[src/rtl/f1_sequencer.sv]
// Pacing controller for the F1 start-light FSM: eight tick-spaced step pulses,
// then a pseudo-random hold of 1..127 ticks before the lights-out pulse.
module f1_sequencer #(
  parameter int         WIDTH     = 16,
  parameter logic [6:0] LFSR_SEED = 7'h01
) (
  input  logic             clk,
  input  logic             rst,
  input  logic             trigger,
  input  logic [WIDTH-1:0] tick_period,
  output logic             en,
  output logic             busy,
  output logic             lights_out,
  output logic [6:0]       delay_ticks
);

  localparam logic [1:0] S_IDLE  = 2'd0;
  localparam logic [1:0] S_COUNT = 2'd1;
  localparam logic [1:0] S_DELAY = 2'd2;

  logic [1:0]       state;
  logic [WIDTH-1:0] pre;
  logic [2:0]       step;
  logic [6:0]       dcnt;
  logic [6:0]       lfsr;
  logic             tick;
  logic             last;

  // Outputs decode only registered state, so input changes never reach en.
  always_comb begin
    tick       = (pre == '0);
    last       = (state == S_DELAY) && (dcnt == 7'd1);
    en         = tick && ((state == S_COUNT) || last);
    lights_out = tick && last;
    busy       = (state != S_IDLE);
  end

  always_ff @(posedge clk) begin
    if (rst) begin
      state       <= S_IDLE;
      pre         <= '0;
      step        <= '0;
      dcnt        <= '0;
      delay_ticks <= '0;
      lfsr        <= LFSR_SEED;
    end else begin
      lfsr <= {lfsr[5:0], lfsr[6] ^ lfsr[2]};
      case (state)
        S_IDLE: begin
          if (trigger) begin
            state <= S_COUNT;
            pre   <= tick_period;
            step  <= '0;
          end
        end
        S_COUNT: begin
          if (tick) begin
            pre  <= tick_period;
            step <= step + 3'd1;
            if (step == 3'd7) begin
              state       <= S_DELAY;
              dcnt        <= lfsr;
              delay_ticks <= lfsr;
            end
          end else begin
            pre <= pre - WIDTH'(1);
          end
        end
        S_DELAY: begin
          if (tick) begin
            pre <= tick_period;
            if (dcnt == 7'd1) state <= S_IDLE;
            else              dcnt  <= dcnt - 7'd1;
          end else begin
            pre <= pre - WIDTH'(1);
          end
        end
        default: state <= S_IDLE;
      endcase
    end
  end

endmodule

[config.mk]
export PLATFORM = sky130hd
export DESIGN_NAME = f1_sequencer
export DESIGN_NICKNAME = d
export VERILOG_FILES = /design/src/rtl/f1_sequencer.sv
export SDC_FILE = /design/constraint.sdc
export NUM_CORES = 1
export LEC_CHECK = 0
export BUFFER_PORTS_ARGS = -buffer_cell sky130_fd_sc_hd__buf_4
export CORE_MARGIN = 2
export CORE_UTILIZATION = 55
export CTS_CLUSTER_SIZE = 14
export DETAILED_ROUTE_END_ITERATION = 10
export GPL_TIMING_DRIVEN = 1
export HOLD_SLACK_MARGIN = 0.02
export PLACE_DENSITY = 0.72
export SLEW_MARGIN = 5
export SYNTH_ARGS = -nofsm -noshare
export SYNTH_HDL_FRONTEND = slang
export SYNTH_SLANG_ARGS = --single-unit
export TNS_END_PERCENT = 5
[constraint.sdc]
create_clock -name clk -period 2.6 [get_ports clk]
set_input_delay 0.13 -clock clk [delete_from_list [all_inputs] [get_ports clk]]
set_output_delay 0.13 -clock clk [all_outputs]
set_load 0.05 [all_outputs]
==> flow_summary.toml <==
[route]
dr.max_layer_used = "met4"
ant_nets = 0
drt_iter0_drc = 132
routed-wl-met2_um = 2312
wl_met3_um = 212
drc_errors = 0
wl_per_cell_um = 14.25
wirelength_um = 5344
num_vias = 2175
drt_first_pass_iters = 4
via_per_inst = 5.800
met1Wirelength_um = 2790

[global_route]
antenna_found_initial = 0
track_usage_pct = 22.73
grt_first_pass_wirelength_um = 9177
grt_pass1_vias = 1965
grt_max_degree = 45
grt_overflow_total = 0

[synth]
synth_area_mm2 = 0.002426
yosysUniqueCellTypes = 52
yosys_register_bits = 42
synth_top_area_share_pct = 34.66
synthFlopType = "dfxtp_1"
syn_area_per_cell_um2 = 8.169
synth_area_leaders = "dfxtp_1 (35%), nand2_1 (5.9%), ha_1 (4.6%)"
yosysWarningCount = 0
synth-seq-area-share_pct = 34.66
yosysTopAreaCell = "dfxtp_1"
synth-edff-count = 0
synth_cells = 297
synthArstFlopShare_pct = 0
syn_nets = 325

[cells_and_area]
diodes = 0
layout.nets = 350
drive_gt1_share_pct = 17.96
fillers = 389
syn_to_final_growth_pct = 14.49
fin_area_mm2 = 0.002778

[floorplanning]
die_width_um = 70.42
rows = 24
io_pins = 29
core-area_mm2 = 0.004294
dieHeight_um = 70.42
dieArea_mm2 = 0.004958
start_util_pct = 56.50

[worst_setup_path]
cp_data_required_time_ns = 2.47
worstPathArrival_ns = 2.12
ff2ff_path_depth = 5
startpoint_type = "flop"
path_buf_inv = 1
cp_cell_sequence = "nor4_4, nand4_4, a21oi_1, buf_4"
worstPathMaxFanout = 16
crit_slowest_cell = "nor4_4"
rrSetupSlack_ns = 0.40
slowest_delay_ns = 0.56
critPathKind = "flop to primary output"
cpLargestDelayFamily = "simple AND/OR/NAND/NOR gates"
timing.rr.start = "pre[7]"
r2r-end = "pre[5]"
end_kind = "primary output"

[clock_tree]
clk_pin_slew_ns = 0.08
post_cts_buffers = 0
clock_sinks = 42
post_cts_resized = 0
numCtsBuffers = 5
cts-hold-fix-buffers = 0
cts.path.max_buffers = 2
h-tree-depth = 2
cts_tree = "done"
clk_latency_ns = 0.29
clockRootBuffer = "clkbuf_8"

[pwr]
irDropWorstVdd_mv = 0.4990
power.leakage_nw = 0.9792
pwr_density_cell_mw_per_mm2 = 861.0
power_w = 0.002392

[min_path]
hold_path_end = "pre[3]"
holdPathStages = 3
worstHoldStart = "tick_period[3]"
hold_path.class = "input pin to flop"

[timing]
worst_pin_slew_ns = 0.5374
max_slew_margin_pct = 63.90
setup_violations = 0
slew_viol_final = 0
finalHoldViolCount = 0
finalCritPeriodShare_pct = 86.58
tns_ns = 0
fmax_mhz = 444.2
rsz0062_at_grt = "no"
fin_skew_ns = 0.007362
period_minus_slack_ns = 2.251

[flow_run]
maxCapViolations = 0

[placed_design]
dp_hpwl_um = 3720
finalWeightedCongestion = 0.7961
port_buffers = 28
postPlaceCellArea_mm2 = 0.002665

[outcome]
status = "finished clean"
## placed cells by master (no fill, tap or decap), types with 10 or more instances in the layout
master   synthesis  final
dfxtp_1         42     42
nand2_1         38     38
buf_4            0     33
nand3_1         20     20
a21oi_1         19     19
nor2_1          15     15
inv_1           14     14
o21ai_1         12     13
nor3_1          12     12
a31oi_1         11     11
nor2b_1         10     10
## sequential cells by signal (all words and copies together), names as in the netlist
register / cells
dcnt: 7
delay_ticks: 7
lfsr: 7
state: 2
pre: 16
step: 3
## synthesized netlist by cell type, types with 3 or more instances
master / n
a21boi_0: 3
a21oi_1: 19
mux2i_1: 5
nor2b_1: 10
nand2_1: 38
or3_1: 6
inv_1: 14
a41oi_1: 3
dfxtp_1: 42
nand4_1: 7
a31oi_1: 11
nor2_1: 15
nor3b_1: 3
or4_1: 4
nor3_1: 12
nand2b_1: 5
clkbuf_1: 11
ha_1: 9
o32ai_1: 4
nand3_1: 20
a2111oi_1: 3
o21ai_1: 12
## power by group
group          switching (W)  total, W  internal (W)
clock               0.000236  0.000524      0.000288
sequential          0.000128  0.000856      0.000728
combinational       0.000620   0.00101      0.000392
total               0.000984   0.00239       0.00141
## worst min-delay path, stage by stage
cell     delay, ns
buf_4         0.08
mux2i_1       0.05
o32ai_1       0.10
## final cells by class
cell class,instances,area (µm²),area share [%]
Clock inverter,3,43.79,1.577
Clock buffer,5,68.82,2.477
Timing Repair Buffer,33,247.7,8.919
Tap cell,52,65.06,2.342
Sequential cell,42,840.8,30.27
Multi-Input combinational cell,224,1451,52.25
Inverter,16,60.06,2.162
## per-stage QoR
| step | setup WS [ns] | hold WS [ns] | util [%] | instances |
|---|---|---|---|---|
| 2_1_floorplan | 0.4343 | 0.3007 | - | 297 |
| 5_1_grt | 0.2227 | 0.1243 | 64.69 | 375 |
| 3_5_place_dp | 0.4404 | 0.4181 | 62.06 | 367 |
| 4_1_cts | 0.3515 | 0.1073 | 64.69 | 375 |
| 6_report | 0.3488 | 0.1159 | 64.69 | 375 |
| 3_3_place_gp | 0.5018 | 0.4117 | 62.06 | 367 |
## layer usage
layer,up-vias,GRT usage [%]
met1,990,33.90
met3,2,4.185
met2,46,33.54
met5,-,0
met4,0,5.983
li1,1137,-
## worst max path at each step
stage	to	from	cells after the start	slack, ns
floorplan	en	pre[0]	6	0.43
global placement	pre[5]	pre[7]	5	0.50
detailed placement	pre[11]	pre[7]	5	0.44
CTS	en	pre[7]	4	0.35
global route	en	pre[7]	4	0.22
finish	en	pre[7]	4	0.35
## logic make-up (layout without fill, tap and decap cells)
group / Yosys count / count (layout) / share of synthesized area, %
buf+inv: 31 / 57 / 5.518
mux: 6 / 6 / 2.527
xor+xnor: 1 / 1 / 0.3611
flops: 42 / 42 / 34.66
simple gates: 138 / 138 / 33.32
compound gates: 70 / 70 / 18.98
fa+ha+maj: 9 / 9 / 4.642
Power figures use the tool's default switching activity.
